--- config.mk ---
export PLATFORM = sky130hd
export DESIGN_NAME = mem_stage_flat
export DESIGN_NICKNAME = d
export VERILOG_FILES = /design/src/rtl/arm_mem_pkg.sv /design/src/rtl/mem_stage_if.sv /design/src/rtl/mem_bus_fsm.sv /design/src/rtl/mem_stage.sv /design/src/flat_wrapper.sv
export SDC_FILE = /design/constraint.sdc
export NUM_CORES = 1
export LEC_CHECK = 0
export ABC_AREA = 1
export BUFFER_PORTS_ARGS = -buffer_cell sky130_fd_sc_hd__buf_4
export CAP_MARGIN = 5
export CORE_MARGIN = 2
export CORE_UTILIZATION = 43
export DETAILED_ROUTE_END_ITERATION = 10
export PLACE_DENSITY = 0.68
export SYNTH_ARGS = -nofsm -noshare
export SYNTH_HDL_FRONTEND = slang
export SYNTH_HIERARCHICAL = 1
export SYNTH_SLANG_ARGS = --single-unit
--- constraint.sdc ---
create_clock -name clk -period 3 [get_ports clk]
set_clock_uncertainty 0.1 [all_clocks]
set_input_delay 0.6 -clock clk [delete_from_list [all_inputs] [get_ports clk]]
set_output_delay 0.6 -clock clk [all_outputs]
set_load 0.01 [all_outputs]
--- src/rtl/arm_mem_pkg.sv ---
// Shared types and defaults for the memory-access pipeline stage.
// Holds the FSM state encoding and the instruction bundle carried through a bus access.
package arm_mem_pkg;

    localparam int MEM_BASE_DEF  = 1024;
    localparam int MEM_WORDS_DEF = 64;

    typedef enum logic [0:0] {
        ST_IDLE   = 1'b0,
        ST_ACCESS = 1'b1
    } state_e;

    typedef struct packed {
        logic [31:0] pc;
        logic [31:0] alu_res;
        logic [31:0] st_val;
        logic [3:0]  dest;
        logic        wb_en;
        logic        mem_r_en;
        logic        mem_w_en;
    } instr_t;

endpackage

--- src/rtl/mem_stage_if.sv ---
// Word-wide data-memory request/acknowledge bus: the stage is master, the memory is slave.
// Read data is qualified by mem_ack in the same cycle.
interface mem_stage_if;
  logic        mem_req;
  logic        mem_we;
  logic [31:0] mem_addr;
  logic [31:0] mem_wdata;
  logic        mem_ack;
  logic [31:0] mem_rdata;

  modport master (output mem_req, mem_we, mem_addr, mem_wdata,
                  input  mem_ack, mem_rdata);
  modport slave  (input  mem_req, mem_we, mem_addr, mem_wdata,
                  output mem_ack, mem_rdata);
endinterface

--- src/rtl/mem_bus_fsm.sv ---
// Bus sequencer: latches a memory op, holds mem_req until ack or timeout, drives freeze.
// One cycle to enter ACCESS, then completes in the ack cycle; upstream frozen throughout.
module mem_bus_fsm
  import arm_mem_pkg::*;
#(
  parameter int TIMEOUT = 15
) (
  input  logic               clk,
  input  logic               rst,
  input  logic               flush,
  input  logic               start,
  input  logic [31:0]        idx_in,
  input  instr_t             instr_in,
  mem_stage_if.master        bus,
  output logic               busy,
  output logic               freeze,
  output logic               done,
  output logic               timeout,
  output logic               done_vld,
  output logic               done_load,
  output logic               done_wb_en,
  output logic [31:0]        done_pc,
  output logic [31:0]        done_alu_res,
  output logic [3:0]         done_dest
);

  localparam int CW = (TIMEOUT < 1) ? 1 : $clog2(TIMEOUT + 1);
  localparam logic [0:0] S_IDLE   = ST_IDLE;
  localparam logic [0:0] S_ACCESS = ST_ACCESS;

  logic [0:0]    state_q, state_d;
  instr_t        lat_q, lat_d;
  logic [31:0]   addr_q, addr_d;
  logic [CW-1:0] cnt_q, cnt_d;
  logic          kill_q, kill_d;

  assign busy    = (state_q == S_ACCESS);
  assign done    = busy & bus.mem_ack;
  assign timeout = busy & ~bus.mem_ack & (cnt_q == CW'(TIMEOUT));
  assign freeze  = (~busy & start) | (busy & ~bus.mem_ack & ~timeout);

  assign bus.mem_req   = busy;
  assign bus.mem_we    = lat_q.mem_w_en;
  assign bus.mem_addr  = addr_q;
  assign bus.mem_wdata = lat_q.st_val;

  // A flush during the access still lets the bus finish; only the result is killed.
  assign done_vld     = ~(kill_q | flush);
  assign done_load    = lat_q.mem_r_en & ~lat_q.mem_w_en;
  assign done_wb_en   = lat_q.wb_en & done_load;
  assign done_pc      = lat_q.pc;
  assign done_alu_res = lat_q.alu_res;
  assign done_dest    = lat_q.dest;

  always_comb begin
    state_d = state_q;
    lat_d   = lat_q;
    addr_d  = addr_q;
    cnt_d   = cnt_q;
    kill_d  = kill_q;
    case (state_q)
      S_IDLE: begin
        if (start) begin
          state_d = S_ACCESS;
          lat_d   = instr_in;
          addr_d  = idx_in;
          cnt_d   = '0;
          kill_d  = 1'b0;
        end
      end
      default: begin
        if (flush) kill_d = 1'b1;
        if (done || timeout) state_d = S_IDLE;
        else                 cnt_d   = cnt_q + CW'(1);
      end
    endcase
  end

  always_ff @(posedge clk or negedge rst) begin
    if (!rst) begin
      state_q <= S_IDLE;
      lat_q   <= '0;
      addr_q  <= '0;
      cnt_q   <= '0;
      kill_q  <= 1'b0;
    end else begin
      state_q <= state_d;
      lat_q   <= lat_d;
      addr_q  <= addr_d;
      cnt_q   <= cnt_d;
      kill_q  <= kill_d;
    end
  end

endmodule

--- src/rtl/mem_stage.sv ---
// ARM MEM stage: address check plus WB-facing register bank; ALU ops take 1 cycle, LDR/STR >= 2.
// Freezes upstream combinationally while a bus access is pending; bubbles are loaded meanwhile.
module mem_stage
  import arm_mem_pkg::*;
#(
  parameter int MEM_BASE  = MEM_BASE_DEF,
  parameter int MEM_WORDS = MEM_WORDS_DEF,
  parameter int TIMEOUT   = 15
) (
  input  logic        clk,
  input  logic        rst,
  input  logic        flush,
  input  logic        valid_in,
  input  logic [31:0] pc_in,
  input  logic [31:0] alu_res_in,
  input  logic [31:0] st_val_in,
  input  logic [3:0]  dest_in,
  input  logic        wb_en_in,
  input  logic        mem_r_en_in,
  input  logic        mem_w_en_in,
  mem_stage_if.master mem_bus,
  output logic        freeze_out,
  output logic        valid_out,
  output logic        wb_en_out,
  output logic        mem_r_en_out,
  output logic [31:0] pc_out,
  output logic [31:0] alu_res_out,
  output logic [31:0] mem_data_out,
  output logic [3:0]  dest_out,
  output logic        err
);

  localparam logic [32:0] ADDR_LO = 33'(MEM_BASE);
  localparam logic [32:0] ADDR_HI = 33'(MEM_BASE) + 33'(4 * MEM_WORDS);

  logic        mem_op, addr_ok, start;
  logic [31:0] idx;
  instr_t      instr;

  logic        busy, done, timeout, done_vld, done_load, done_wb_en;
  logic [31:0] done_pc, done_alu_res;
  logic [3:0]  done_dest;

  assign mem_op  = valid_in & (mem_r_en_in | mem_w_en_in);
  assign addr_ok = (alu_res_in[1:0] == 2'b00) &&
                   ({1'b0, alu_res_in} >= ADDR_LO) &&
                   ({1'b0, alu_res_in} <  ADDR_HI);
  assign start   = mem_op & addr_ok & ~flush;
  assign idx     = (alu_res_in - 32'(MEM_BASE)) >> 2;
  assign instr   = '{pc: pc_in, alu_res: alu_res_in, st_val: st_val_in, dest: dest_in,
                     wb_en: wb_en_in, mem_r_en: mem_r_en_in, mem_w_en: mem_w_en_in};

  mem_bus_fsm #(.TIMEOUT(TIMEOUT)) u_fsm (
    .clk          (clk),
    .rst          (rst),
    .flush        (flush),
    .start        (start),
    .idx_in       (idx),
    .instr_in     (instr),
    .bus          (mem_bus),
    .busy         (busy),
    .freeze       (freeze_out),
    .done         (done),
    .timeout      (timeout),
    .done_vld     (done_vld),
    .done_load    (done_load),
    .done_wb_en   (done_wb_en),
    .done_pc      (done_pc),
    .done_alu_res (done_alu_res),
    .done_dest    (done_dest)
  );

  logic        valid_q, valid_d, wb_en_q, wb_en_d, mem_r_en_q, mem_r_en_d, err_q, err_d;
  logic [31:0] pc_q, pc_d, alu_res_q, alu_res_d, mem_data_q, mem_data_d;
  logic [3:0]  dest_q, dest_d;

  always_comb begin
    valid_d    = valid_q;
    wb_en_d    = wb_en_q;
    mem_r_en_d = mem_r_en_q;
    pc_d       = pc_q;
    alu_res_d  = alu_res_q;
    mem_data_d = mem_data_q;
    dest_d     = dest_q;
    err_d      = 1'b0;
    if (done) begin
      valid_d    = done_vld;
      wb_en_d    = done_vld & done_wb_en;
      mem_r_en_d = done_vld & done_load;
      pc_d       = done_pc;
      alu_res_d  = done_alu_res;
      dest_d     = done_dest;
      if (done_load) mem_data_d = mem_bus.mem_rdata;
    end else if (timeout || busy || freeze_out || flush || mem_op) begin
      // Everything left here is a bubble; only timeouts and bad addresses flag an error.
      valid_d    = 1'b0;
      wb_en_d    = 1'b0;
      mem_r_en_d = 1'b0;
      err_d      = timeout | (~busy & ~flush & mem_op & ~addr_ok);
    end else begin
      valid_d    = valid_in;
      wb_en_d    = wb_en_in;
      mem_r_en_d = 1'b0;
      pc_d       = pc_in;
      alu_res_d  = alu_res_in;
      dest_d     = dest_in;
    end
  end

  always_ff @(posedge clk or negedge rst) begin
    if (!rst) begin
      valid_q    <= 1'b0;
      wb_en_q    <= 1'b0;
      mem_r_en_q <= 1'b0;
      pc_q       <= '0;
      alu_res_q  <= '0;
      mem_data_q <= '0;
      dest_q     <= '0;
      err_q      <= 1'b0;
    end else begin
      valid_q    <= valid_d;
      wb_en_q    <= wb_en_d;
      mem_r_en_q <= mem_r_en_d;
      pc_q       <= pc_d;
      alu_res_q  <= alu_res_d;
      mem_data_q <= mem_data_d;
      dest_q     <= dest_d;
      err_q      <= err_d;
    end
  end

  assign valid_out    = valid_q;
  assign wb_en_out    = wb_en_q;
  assign mem_r_en_out = mem_r_en_q;
  assign pc_out       = pc_q;
  assign alu_res_out  = alu_res_q;
  assign mem_data_out = mem_data_q;
  assign dest_out     = dest_q;
  assign err          = err_q;

endmodule

--- src/flat_wrapper.sv ---
// flat-port wrapper written by rule: the top's interface ports become plain ports
module mem_stage_flat import arm_mem_pkg::*;
#(
  parameter int MEM_BASE  = MEM_BASE_DEF,
  parameter int MEM_WORDS = MEM_WORDS_DEF,
  parameter int TIMEOUT   = 15
)
  (clk, rst, flush, valid_in, pc_in, alu_res_in, st_val_in, dest_in, wb_en_in, mem_r_en_in, mem_w_en_in, freeze_out, valid_out, wb_en_out, mem_r_en_out, pc_out, alu_res_out, mem_data_out, dest_out, err, mem_bus_mem_req, mem_bus_mem_we, mem_bus_mem_addr, mem_bus_mem_wdata, mem_bus_mem_ack, mem_bus_mem_rdata);
  mem_stage_if mem_bus_i ();
  input  logic clk;
  input  logic rst;
  input  logic flush;
  input  logic valid_in;
  input  logic [31:0] pc_in;
  input  logic [31:0] alu_res_in;
  input  logic [31:0] st_val_in;
  input  logic [3:0] dest_in;
  input  logic wb_en_in;
  input  logic mem_r_en_in;
  input  logic mem_w_en_in;
  output logic freeze_out;
  output logic valid_out;
  output logic wb_en_out;
  output logic mem_r_en_out;
  output logic [31:0] pc_out;
  output logic [31:0] alu_res_out;
  output logic [31:0] mem_data_out;
  output logic [3:0] dest_out;
  output logic err;
  output wire logic [$bits(mem_bus_i.mem_req)-1:0] mem_bus_mem_req;
  output wire logic [$bits(mem_bus_i.mem_we)-1:0] mem_bus_mem_we;
  output wire logic [$bits(mem_bus_i.mem_addr)-1:0] mem_bus_mem_addr;
  output wire logic [$bits(mem_bus_i.mem_wdata)-1:0] mem_bus_mem_wdata;
  input wire logic [$bits(mem_bus_i.mem_ack)-1:0] mem_bus_mem_ack;
  input wire logic [$bits(mem_bus_i.mem_rdata)-1:0] mem_bus_mem_rdata;
  assign mem_bus_mem_req = mem_bus_i.mem_req;
  assign mem_bus_mem_we = mem_bus_i.mem_we;
  assign mem_bus_mem_addr = mem_bus_i.mem_addr;
  assign mem_bus_mem_wdata = mem_bus_i.mem_wdata;
  assign mem_bus_i.mem_ack = mem_bus_mem_ack;
  assign mem_bus_i.mem_rdata = mem_bus_mem_rdata;
  mem_stage #(.MEM_BASE(MEM_BASE), .MEM_WORDS(MEM_WORDS), .TIMEOUT(TIMEOUT)) u_core (.clk(clk), .rst(rst), .flush(flush), .valid_in(valid_in), .pc_in(pc_in), .alu_res_in(alu_res_in), .st_val_in(st_val_in), .dest_in(dest_in), .wb_en_in(wb_en_in), .mem_r_en_in(mem_r_en_in), .mem_w_en_in(mem_w_en_in), .mem_bus(mem_bus_i), .freeze_out(freeze_out), .valid_out(valid_out), .wb_en_out(wb_en_out), .mem_r_en_out(mem_r_en_out), .pc_out(pc_out), .alu_res_out(alu_res_out), .mem_data_out(mem_data_out), .dest_out(dest_out), .err(err));
endmodule
---- Yosys cells after proc, flatten, opt, wreduce, memory -nomap -nowiden ----
Index checks and enable logic that the tools add are counted.
cells by class
  add/subtract/negate cells ............... 2
  magnitude comparators ................... 2
  eq/ne operators ......................... 4
  multiplexer cells ....................... 22
  bitwise operators ....................... 26
  reductions and logical operators ........ 13
operator list
  kind                                                   count
  two-way mux 32 bit                                     4
  >= comparator 32 x 11 -> 1 bit, second input constant  1
  < comparator 32 x 11 -> 1 bit, second input constant   1
  subtractor 32 x 11 -> 32 bit, second input constant    1
  two-way mux 4 bit                                      5
  bitwise AND 1 bit                                      15
  two-way mux 1 bit                                      13
  AND reduction 2 bit                                    4
  NOT 1 bit                                              7
  inequality test 2 bit, second input constant           3
  logical OR 1 bit                                       5
  adder 4 x 1 -> 4 bit, second input constant            1
  equality test 4 bit, second input constant             1
  OR 1 bit                                               4
  logical AND 1 bit                                      2
  zero test 2 bit                                        1
  nonzero test 2 bit                                     1
word-level totals
  flip-flop bits (word level) ............. 243
  input port bits ......................... 140
  output and inout bits ................... 171
  logic and storage cells ................. 88

---- Longest topological paths before layout ----
Gate-level depths: netlist (run 1).
  depth in word-level cells ............... 12
  gate-level depth with buffers ........... 17
  gate-level depth less buffers ........... 14

---- Modules after synthesis ----
The synthesis (run 1) kept the hierarchy.
modules (own cells, without submodules)
  module       instances  cells each  area an instance (µm²)  sequential area each (µm²)
  mem_bus_fsm  1          716         6269.8                  3528.4
  mem_stage    1          574         5088.6                  2602.5

---- Least setup slack after synthesis (run 1) ----
Ideal clock, no wire load.
  path type ............................... in2reg
  start point ............................. in mem_w_en_in
  end point ............................... reg u_core.dest_q[0], in the netlist u_core/dest_out[0]
  library setup time ...................... 119 ps
  data arrival time ....................... 2763 ps
  slack ................................... 18 ps
  stages on the path ...................... 13
  buffers on the path ..................... 4
  cells stage by stage .................... o21ai_1 > clkbuf_1 > nor3_1 > nand2_4 > buf_4 > buf_4 > nand2_1 > nor3_4 > nand2_2 > nand2_2 > buf_4 > o21ai_1 > o21a_1
on the way
  longest elaborated chain between the ends .. 10
ends and longest elaborated chain
  item                             RTL line            source
  from (decl)                      flat_wrapper.sv:20  input logic mem_w_en_in;
  OR 1 bit                         mem_stage.sv:44     assign mem_op = valid_in & (mem_r_en_in | mem_w_en_in);
  bitwise AND 1 bit                mem_stage.sv:44
  bitwise AND 1 bit (2 in a row)   mem_stage.sv:48     assign start = mem_op & addr_ok & ~flush;
  via u_core.start                 mem_stage.sv:36     logic mem_op, addr_ok, start;
  bitwise AND 1 bit                mem_bus_fsm.sv:40   assign freeze = (~busy & start) | (busy & ~bus.mem_ack & ~timeout);
  OR 1 bit                         mem_bus_fsm.sv:40
  via freeze_out                   flat_wrapper.sv:21  output logic freeze_out;
  logical OR 1 bit (3 in a row)    mem_stage.sv:94     end else if (timeout || busy || freeze_out || flush || mem_op) begin
  inequality test 2 bit (no line)  --
  to (signal assigned)             mem_stage.sv:127    dest_q <= dest_d;
  to (decl)                        mem_stage.sv:75     logic [3:0] dest_q, dest_d;
The timed path passes the listed nets, and every way through them passes these cells.
A chain may end at the register's enable or synchronous reset.

---- Worst setup path in the final report (run 1) ----
  start point ............................. in alu_res_in[26]
  end point ............................... out freeze_out
on the way
  longest elaborated chain between the ends .. 7
ends and longest elaborated chain
  item                                RTL line            source
  from (decl)                         flat_wrapper.sv:15  input logic [31:0] alu_res_in;
  >= comparator 32 x 11 -> 1 bit      mem_stage.sv:46     ({1'b0, alu_res_in} >= ADDR_LO) &&
  logical AND 1 bit                   mem_stage.sv:45     assign addr_ok = (alu_res_in[1:0] == 2'b00) &&
  logical AND 1 bit (*)               mem_stage.sv:46
  bitwise AND 1 bit (*) (2 in a row)  mem_stage.sv:48
  via u_core.start                    mem_stage.sv:36
  bitwise AND 1 bit (*)               mem_bus_fsm.sv:40
  OR 1 bit (*)                        mem_bus_fsm.sv:40
  to (decl)                           flat_wrapper.sv:21
The timed path passes the listed nets; every way through them passes the cells marked *.

==> summary.md, run 1 <==
| Metric | Value |
|---|---|
| DRT iter0 DRCs | `about 800` |
| Tmin final | `between 2 and 3 ns` |
| Flop pwr share | `0.460` |
| First-pass iteration count of the detailed router | `5` |
| TritonCTS clock tree | `yes` |
| Unrepaired setup endpoints after global routing | `no` |
| Hpwl dp | `between 20000 and 25000 um` |
| Detail Route met3 WL | `about 2000 um` |
| Final period util | `0.938` |
| # rows | `just under 60` |
| VDD IR max | `0.000349 V` |
| Hold Path End | `u_core/u_fsm/bus.mem_wdata[16]` |
| Crit path DAT | `roughly 2.1 ns` |
| First-pass GRT wire length | `49000 um` |
| H-tree depth | `1` |
| Die area | `approximately 0.028 mm^2` |
| Clock Power Share | `0.437` |
| Worst skew pair latency | `~0.53 ns` |
| Reg2Reg Depth | `10` |
| Largest net degree at the start of global routing | `94` |
| Fin. max-slew vios | `0` |
| Synth cell types | `31` |
| Outcome | `finished clean` |
| Routed Antenna Nets | `0` |
| CTS buffer count | `27` |
| Nature of the critical path startpoint | `input port` |
| Total track usage | `0.216` |
| Routed len/inst | `16.5 um` |
| Final Hold Fails | `0` |
| Sw Pwr | `0.00182 W` |
| Critical Path Fanout Max | `4` |
| Yosys warnings | `6` |
| # setup viols final | `0` |
| Post-CTS Setup Bufs | `0` |
| Clk sinks | `around 250` |
| R2R Setup Slk | `0.76 ns` |
| Hold Path Class | `input port to flop` |
| Leakage | `approximately 7.8 nW` |
| DR vias/cell | `a little under 5` |
| GRT Residual Overflow | `0` |
| Relative slew slack | `0.643` |
| Initial antenna violation count | `0` |
| PortBufs | `310` |
| Final setup slack of the worst path | `0.186 ns` |
| Synthesized area per cell | `around 8.8 um^2` |
| DIE WIDTH | `between 150 and 200 um` |
| Critical path endpoint category | `output port` |
| N_diodes | `0` |
| Comb pwr share | `0.103` |
| Max layer used | `met4` |
| Critical path class | `input port to output port` |
| Clk buf depth | `3` |
| I/O Pins | `311` |
| FF-to-FF End | `u_core/dest_out[3]` |
| Routed wire length | `about 30000 um` |
| Register area share after synthesis | `0.540` |
| Vias in the first global route | `around 9000` |
| Setup crit start | `alu_res_in[26]` |
| Clk slew on worst S/H paths | `roughly 0.060 ns` |
| Final net count | `~1600` |
| CORE AREA | `around 0.026 mm^2` |
| Design area | `0.0142 mm^2` |
| Root Buffer | `clkbuf_16` |
| R2R Path Start | `u_core/u_fsm/cnt_q[0]` |
| Cells after Synth | `1290` |
| Die height | `167 um` |
| P&R area growth vs syn | `24.6%` |
| Placed instance area | `0.0132 mm^2` |
| DRT met1 WL | `13100 um` |
| Hold path cells | `3` |
| Switch share | `0.238` |
| Data required, critical path | `2.30 ns` |
| Routed vias | `around 9200` |
| Worst hold start | `st_val_in[16]` |
| Area of the mapped netlist | `approximately 0.011 mm^2` |
| Pint | `0.00582 W` |
| Cell Pwr Density | `roughly 540 mW/mm^2` |
| DRC | `0` |
| Max Cap Viol | `0` |
| Initial Utilization | `0.437` |
| Pre-CTS worst setup slack | `-0.0196 ns` |
| Actual slew at the worst max-slew pin | `about 0.54 ns` |
| Placer Congestion | `~0.83` |
| Setup TNS | `0 ns` |
| Met2 Wirelength | `around 15000 um` |
| Filler cells | `~2400` |
| Fmax | `355 MHz` |
| Yosys reg bits | `245` |
| Layout cells sized above 1 | `0.281` |
-- timing repair --
action,in CTS,in global routing
hold buffers,1,0
resized for setup,0,1
setup endpoints to repair,0,1
hold endpoints to repair,62,0
-- stage by stage --
stage,hold slack [ns],std cells,total power (W),util
2_1_floorplan,0.204,1291,0.00382,-
3_3_place_gp,0.354,1796,0.00436,0.509
3_5_place_dp,0.365,1796,0.00437,0.509
4_1_cts,0.141,1847,0.00774,0.544
5_1_grt,0.142,1847,0.00796,0.545
6_report,0.159,1847,0.00765,0.545
-- area by class of cell --
type                            count  area (um^2)  area share
Clock buffer                       39          791      0.0559
Clock inverter                     11          113     0.00796
Inverter                           31          119     0.00840
Multi-Input combinational cell    850         3950       0.279
Sequential cell                   245         6130       0.433
Tap cell                          335          419      0.0296
Timing Repair Buffer              336         2630       0.186
-- registers in the layout (all words and copies together), names as in the netlist --
register                    cells
u_core/u_fsm/done_alu_res      32
u_core/u_fsm/bus.mem_addr      32
u_core/mem_data_out            32
u_core/u_fsm/kill_q             1
u_core/valid_out                1
u_core/alu_res_out             32
u_core/err                      1
u_core/dest_out                 4
u_core/mem_r_en_out             1
u_core/wb_en_out                1
u_core/u_fsm/bus.mem_we         1
u_core/u_fsm/done_dest          4
u_core/pc_out                  32
u_core/u_fsm/cnt_q              4
u_core/u_fsm/done_pc           32
u_core/u_fsm/bus.mem_wdata     32
u_core/u_fsm/bus.mem_req        1
u_core/u_fsm/lat_q              2
-- cells in the final DEF, fill, tap and decap left out, drive strengths merged, types with 3 or more instances in the layout --
master,synthesis,layout
ha,3,3
clkinv,0,8
dfrtp,245,245
inv,31,32
nor2,147,147
nand2,448,448
buf,154,335
mux2,32,32
nor3,7,7
nand3,44,44
clkbuf,11,39
o21a,36,36
xor2,14,14
o21ai,42,42
a21oi,65,65
xnor2,3,3
-- synthesized netlist by cell type (all sizes together) --
cell type,count,share of area
xnor2,3,0.0023
xor2,14,0.011
nor2,147,0.049
mux2,32,0.032
dfrtp,245,0.54
nand3,44,0.019
o22ai,1,0.00055
o21a,36,0.024
nand2,448,0.15
nor3b,2,0.0013
nor3,7,0.0045
a21oi,65,0.029
conb,1,0.00033
clkbuf,11,0.0036
or2,1,0.00055
o2bb2ai,1,0.00077
inv,31,0.010
ha,3,0.0033
nand4,2,0.0011
buf,154,0.10
o21ai,42,0.019
-- metal layers --
layer  track usage  up-vias
met5             0        -
met4        0.0499        0
met3        0.0378       48
met2         0.358      333
met1         0.298     4420
li1              -     4366
-- logic make-up after synthesis --
logic type               count (synthesis)  share of synthesized area
AND/OR/NAND/NOR                        651                      0.225
flip-flops                             245                      0.540
buffers and inverters                  196                      0.114
AO/OA/AOI/OAI                          145                     0.0723
multiplexers                            32                     0.0317
XOR/XNOR                                17                     0.0131
adder cells (fa/ha/maj)                  3                    0.00331
other                                    1                   0.000330
-- power groups by stage --
stage	Sequential (W)	Clock [W]	Combinational [W]
after floorplan	0.00361	0	0.000212
after global placement	0.00357	0	0.000783
after detailed placement	0.00358	0	0.000796
after CTS	0.00352	0.00342	0.000799
after global routing	0.00353	0.00357	0.000862
final	0.00352	0.00334	0.000787
-- critical path: stages --
cell,delay (ns)
buf_4,0.12
nor2_1,0.16
nand2_1,0.07
nor2_1,0.23
nand2_1,0.09
nor2_1,0.11
nand2_1,0.12
nor3_2,0.20
nand2_4,0.11
nand2_1,0.14
buf_4,0.16
-- worst max path at each step --
stage / end
floorplan: u_core/dest_out[0]
global placement: u_core/pc_out[21]
detailed placement: u_core/pc_out[3]
CTS: freeze_out
global route: freeze_out
finish: freeze_out
(Power assumes the default switching activity.)
==> run 2, diff against run 1 <==
--- a/config.mk
+++ b/config.mk
@@ -12,6 +12,7 @@
 export CORE_UTILIZATION = 43
 export DETAILED_ROUTE_END_ITERATION = 10
 export PLACE_DENSITY = 0.68
+export RECOVER_POWER = 50
 export SYNTH_ARGS = -nofsm -noshare
 export SYNTH_HDL_FRONTEND = slang
 export SYNTH_HIERARCHICAL = 1
==> run 2 against run 1 <==
Against the previous run:
- the flow now finishes with violations (max-capacitance violations, max-slew violations)
- final cell count unchanged
- core utilization decreased by 0.95 points
- critical path type unchanged
- critical path depth unchanged
- combinational power shrank 2.9%
- cell area down 1.7%
- first-iteration DRC count shrank 7.6%
==> summary.md, run 2 (synthesis results as in run 1) <==
| Metric | Value |
|---|---|
| Nature of the critical path startpoint | `input port` |
| Routed len/inst | `16.5 um (about the same)` |
| Final Hold Fails | `0 (unchanged)` |
| Actual slew at the worst max-slew pin | `1.70 ns (+1.17 ns)` |
| Largest net degree at the start of global routing | `94 (unchanged)` |
| Critical path endpoint category | `output port` |
| Hpwl dp | `20500 um (unchanged)` |
| DRT met1 WL | `13000 um (-0.81%)` |
| Failing checks | `max-capacitance violations, max-slew violations` |
| Commonest non-fill, non-tap cell in the layout | `nand2_1` |
| GRT Residual Overflow | `0 (unchanged)` |
| # rows | `59 (unchanged)` |
| Clk buf depth | `3 (unchanged)` |
| Initial Utilization | `0.437 (unchanged)` |
| Vias in the first global route | `9028 (unchanged)` |
| Leakage | `7.55 nW (-3.1%)` |
| Critical path class | `input port to output port` |
| VDD IR max | `0.000360 V (+3.3%)` |
| Data required, critical path | `2.30 ns (about the same)` |
| Total track usage | `0.216 (unchanged)` |
| Die area | `0.0277 mm^2 (unchanged)` |
| Worst skew pair latency | `0.53 ns (about the same)` |
| First-pass iteration count of the detailed router | `5 (unchanged)` |
| Max layer used | `met4` |
| Clk sinks | `245 (unchanged)` |
| Cell Pwr Density | `548 mW/mm^2 (+1.5%)` |
| First-pass GRT wire length | `49000 um (unchanged)` |
| Placer Congestion | `0.835 (unchanged)` |
| CTS buffer count | `27 (unchanged)` |
| Clk slew on worst S/H paths | `0.06 ns (about the same)` |
| Routed Antenna Nets | `0 (unchanged)` |
| Layout cells sized above 1 | `0.243 (-0.0384)` |
| P&R area growth vs syn | `22.4%` |
| Crit path DAT | `2.12 ns (about the same)` |
| Final period util | `0.940 (+0.00177)` |
| Routed vias | `9187 (+0.22%)` |
| Relative slew slack | `-0.135 (-0.778)` |
| N_diodes | `0 (unchanged)` |
| Setup TNS | `0 ns (unchanged)` |
| Hold Path Class | `input port to flop` |
| Max Cap Viol | `1 (+1)` |
| H-tree depth | `1 (unchanged)` |
| Root Buffer | `clkbuf_16` |
| Most frequent cells in the layout | `nand2_1, buf_4, dfrtp_1` |
| # setup viols final | `0 (unchanged)` |
| Die height | `167 um (unchanged)` |
| Fin. max-slew vios | `66 (+66)` |
| Outcome | `complete, but fails checks` |
| Post-CTS Setup Bufs | `0 (unchanged)` |
| Final Power | `0.00763 W (-0.26%)` |
| Routed wire length | `30400 um (about the same)` |
| TritonCTS clock tree | `yes` |
| Fmax | `355 MHz (-0.19%)` |
| DRC | `0 (unchanged)` |
| Met2 Wirelength | `14800 um (+0.20%)` |
| DIE WIDTH | `167 um (unchanged)` |
| PortBufs | `310 (unchanged)` |
| Final net count | `1634 (unchanged)` |
| Detail Route met3 WL | `2070 um (+2.1%)` |
| Initial antenna violation count | `0 (unchanged)` |
| DRT iter0 DRCs | `741 (-7.6%)` |
| CORE AREA | `0.0260 mm^2 (unchanged)` |
| DR vias/cell | `4.97 (+0.22%)` |
| I/O Pins | `311 (unchanged)` |
| Unrepaired setup endpoints after global routing | `no` |
| Critical Path Fanout Max | `4 (unchanged)` |
| Tmin final | `2.82 ns (+0.00532 ns)` |
[run 2: cell types whose count changed in the layout (fill, tap and decap cells not counted)]
| cell | delta |
|---|---|
| inv_1 | +1 |
| clkbuf_1 | +57 |
| buf_6 | +2 |
| buf_4 | -59 |
| buf_8 | -1 |
| clkbuf_2 | +3 |
| buf_12 | -2 |
| inv_2 | -1 |
[run 2: final cells by class]
class,instances,area (um^2)
fillers,2448,12100
flip-flops and latches,245,6130
multi-input cells,850,3950
repair buffers,336,2390
clock buffers,39,791
well taps,335,419
inverters,31,119
clock inverters,11,113
[run 2: routing by layer]
metal / vias up / GRT usage
met5: - / 0
met2: 336 / 0.358
met1: 4426 / 0.298
met3: 54 / 0.0378
li1: 4371 / -
met4: 0 / 0.0499
[run 2: per-stage QoR]
step / hold slack [ns] / setup WS [ns] / area, um^2 / cells / utilization
floorplan: 0.204 / 0.0183 / 11400 / 1291 / -
global placement: 0.354 / 0.0246 / 13200 / 1796 / 0.509
detailed placement: 0.365 / -0.0196 / 13200 / 1796 / 0.509
CTS: 0.141 / 0.0563 / 14100 / 1847 / 0.544
global route: 0.142 / 0.0483 / 13900 / 1847 / 0.535
finish: 0.159 / 0.180 / 13900 / 1847 / 0.535
[run 2: timing repair]
| action | in CTS | in global routing |
|---|---|---|
| hold buffers | 1 | 0 |
| endpoints found under the setup margin | 0 | 1 |
| resized for setup | 0 | 1 |
| hold endpoints to repair | 62 | 0 |
[run 2: final timing paths]
| kind | start | slack [ns] | end | cells past startpoint |
|---|---|---|---|---|
| max in group asynchronous | rst | 0.51 | u_core/pc_out[23] | 3 |
| worst max register to register | u_core/u_fsm/cnt_q[0] | 0.74 | u_core/pc_out[31] | 10 |
| min in group asynchronous | rst | 0.97 | u_core/pc_out[3] | 2 |
| worst min-delay path | st_val_in[16] | 0.16 | u_core/u_fsm/bus.mem_wdata[16] | 3 |
| worst min register to register | u_core/u_fsm/bus.mem_addr[5] | 0.38 | u_core/u_fsm/bus.mem_addr[5] | 2 |
| worst max-delay path | alu_res_in[26] | 0.18 | freeze_out | 11 |
[run 2: power by group]
group	total, W	internal, W	switching, W
combinational	0.000764	0.000374	0.000390
clock	0.00334	0.00200	0.00134
sequential	0.00352	0.00343	0.0000896
total	0.00763	0.00580	0.00182
[run 2: worst max-delay path: stages]
cell and delay (ns):
buf_4 0.12, nor2_1 0.16, nand2_1 0.07, nor2_1 0.23, nand2_1 0.09, nor2_1 0.11
nand2_1 0.12, nor3_2 0.20, nand2_4 0.11, nand2_1 0.14, buf_4 0.16
==> run 3, diff against run 2 <==
--- a/config.mk
+++ b/config.mk
@@ -11,7 +11,7 @@
 export CORE_MARGIN = 2
 export CORE_UTILIZATION = 43
 export DETAILED_ROUTE_END_ITERATION = 10
-export PLACE_DENSITY = 0.68
+export PLACE_DENSITY = 0.77
 export RECOVER_POWER = 50
 export SYNTH_ARGS = -nofsm -noshare
 export SYNTH_HDL_FRONTEND = slang
==> run 3 against run 2 <==
Against the previous run:
- the run still ends with max-capacitance violations, max-slew violations left
- setup slack improved by 0.082 ns
- register-to-register slack got worse by 0.27 ns
- clock-buffer cell count shrank 2
- total power down 1.3%
- non-clock buffer count decreased by 1
- sequential power about the same
- hold slack improved by 0.017 ns
- wire length is 1.0% higher
- via count rose by 0.72%
- highest routed layer unchanged
==> summary.md, run 3 (synthesis results as in run 1) <==
| Metric | Value |
|---|---|
| Outcome | `complete, but fails checks` |
| Failing checks | `max-capacitance violations, max-slew violations` |
| Critical path class | `input port to output port` |
| Final Hold Fails | `0 (unchanged)` |
| Die area | `0.0277 mm^2 (unchanged)` |
| P&R area growth vs syn | `21.2%` |
| Data required, critical path | `2.30 ns (about the same)` |
| H-tree depth | `1 (unchanged)` |
| Fmax | `365 MHz (+3.0%)` |
| Most frequent cells in the layout | `nand2_1, dfrtp_1, buf_4` |
| Crit path DAT | `2.04 ns (-0.08 ns)` |
| GRT Residual Overflow | `0 (unchanged)` |
| Critical path endpoint category | `output port` |
| Nature of the critical path startpoint | `input port` |
| PortBufs | `310 (unchanged)` |
| Cell Pwr Density | `547 mW/mm^2 (-0.32%)` |
| DRC | `0 (unchanged)` |
| VDD IR max | `0.000377 V (+4.8%)` |
| Fin. max-slew vios | `85 (+29%)` |
| CTS buffer count | `27 (unchanged)` |
| Final core utilization | `0.530 (-0.00539)` |
| Largest net degree at the start of global routing | `88 (-6.4%)` |
| First-pass GRT wire length | `49600 um (+1.2%)` |
| N_diodes | `0 (unchanged)` |
| Clk sinks | `245 (unchanged)` |
| Clk slew on worst S/H paths | `0.06 ns (about the same)` |
| Die height | `167 um (unchanged)` |
| Worst skew pair latency | `0.52 ns (about the same)` |
| Hold-fix buffers, CTS | `0 (-1)` |
| Layout cells sized above 1 | `0.226 (-0.0162)` |
| Commonest non-fill, non-tap cell in the layout | `nand2_1` |
| First-pass iteration count of the detailed router | `5 (unchanged)` |
| Vias in the first global route | `9249 (+2.4%)` |
| Critical Path Fanout Max | `4 (unchanged)` |
| Hpwl dp | `20900 um (+1.9%)` |
| Relative slew slack | `-0.539 (-0.404)` |
| TritonCTS clock tree | `yes` |
| Final net count | `1633 (-0.061%)` |
| Tmin final | `2.74 ns (-0.0819 ns)` |
| DRT iter0 DRCs | `633 (-15%)` |
| Pre-CTS worst setup slack | `-0.0295 ns (-0.00990 ns)` |
| DR vias/cell | `5.02 (+0.83%)` |
| Routed len/inst | `16.7 um (+1.1%)` |
| Leakage | `7.43 nW (-1.6%)` |
| # rows | `59 (unchanged)` |
| Routed wire length | `30800 um (+1.0%)` |
| Actual slew at the worst max-slew pin | `2.31 ns (+0.607 ns)` |
| Max Cap Viol | `1 (unchanged)` |
| Clk buf depth | `3 (unchanged)` |
| DIE WIDTH | `167 um (unchanged)` |
| # setup viols final | `0 (unchanged)` |
| Final setup slack of the worst path | `0.262 ns (+0.0819 ns)` |
| Root Buffer | `clkbuf_16` |
| CORE AREA | `0.0260 mm^2 (unchanged)` |
| Placer Congestion | `0.857 (+2.6%)` |
| Post-CTS Setup Bufs | `0 (unchanged)` |
| I/O Pins | `311 (unchanged)` |
| Routed Antenna Nets | `0 (unchanged)` |
| Final period util | `0.913 (-0.0273)` |
| Total track usage | `0.217 (+0.00118)` |
| Hold Path Class | `input port to flop` |
| Routed vias | `9253 (+0.72%)` |
| Initial Utilization | `0.437 (unchanged)` |
| Initial antenna violation count | `0 (unchanged)` |
run 3: cell types whose count changed in the layout (fill, tap and decap cells not counted), sizes merged:
cell,before,now
clkinvlp,0,2
bufinv,2,1
clkbuf,99,124
buf,275,248
dlygate4sd3,1,0
run 3: metrics by stage:
stage	TNS (ns)	cells	hold slack (ns)	area [um^2]	power, W
2_1_floorplan	0	1291	0.204	11400	0.00382
3_3_place_gp	0	1796	0.359	13200	0.00435
3_5_place_dp	-0.347	1796	0.365	13200	0.00437
4_1_cts	0	1845	0.0172	14100	0.00766
5_1_grt	-0.0171	1845	0.153	13800	0.00782
6_report	0	1845	0.176	13800	0.00753
run 3: routing by layer:
| layer | wire [um] | part of all wire | global-route usage | up-vias |
|---|---|---|---|---|
| met5 | 0 | 0 | 0 | - |
| met4 | 859 | 0.028 | 0.0656 | 0 |
| met3 | 2020 | 0.066 | 0.0380 | 52 |
| met2 | 14900 | 0.49 | 0.363 | 357 |
| met1 | 13000 | 0.42 | 0.291 | 4477 |
| li1 | - | - | - | 4367 |
run 3: final cells by class:
class / instances / area [um^2]
Multi-Input combinational cell: 850 / 3950
Timing Repair Buffer: 335 / 2270
Clock inverter: 12 / 100
Sequential cell: 245 / 6130
Clock buffer: 37 / 783
Tap cell: 335 / 419
Inverter: 31 / 119
Fill cell: 2390 / 12200
run 3: timing repair:
action,4_1_cts,5_1_grt
endpoints found under the hold margin,0,0
resized for setup,0,2
endpoints found under the setup margin,0,1
run 3: path summary, 6_finish.rpt:
check                      cells past startpoint                             end  slack, ns                            from
min reg2reg                                    2  u_core/u_fsm/bus.mem_wdata[31]       0.38  u_core/u_fsm/bus.mem_wdata[31]
min in group asynchronous                      1                u_core/pc_out[2]       0.68                             rst
max reg2reg                                    5         u_core/mem_data_out[27]       0.47        u_core/u_fsm/bus.mem_req
max in group asynchronous                      2               u_core/pc_out[11]       0.68                             rst
min                                            3  u_core/u_fsm/bus.mem_wdata[14]       0.18                   st_val_in[14]
max                                           11                      freeze_out       0.26                  alu_res_in[11]
run 3: power breakdown:
part | switching [W] | internal [W]
registers | 0.0000817 | 0.00343
logic | 0.000397 | 0.000349
clock network | 0.00135 | 0.00192
total | 0.00183 | 0.00569
run 3: critical path, cell delays in order:
cell and delay [ns]:
buf_4 0.13, inv_1 0.10, ha_1 0.16, nand4_1 0.09, o21ai_1 0.18, nand2_1 0.12
nor3_1 0.14, buf_4 0.14, nand2_4 0.05, nand2_1 0.14, buf_4 0.17
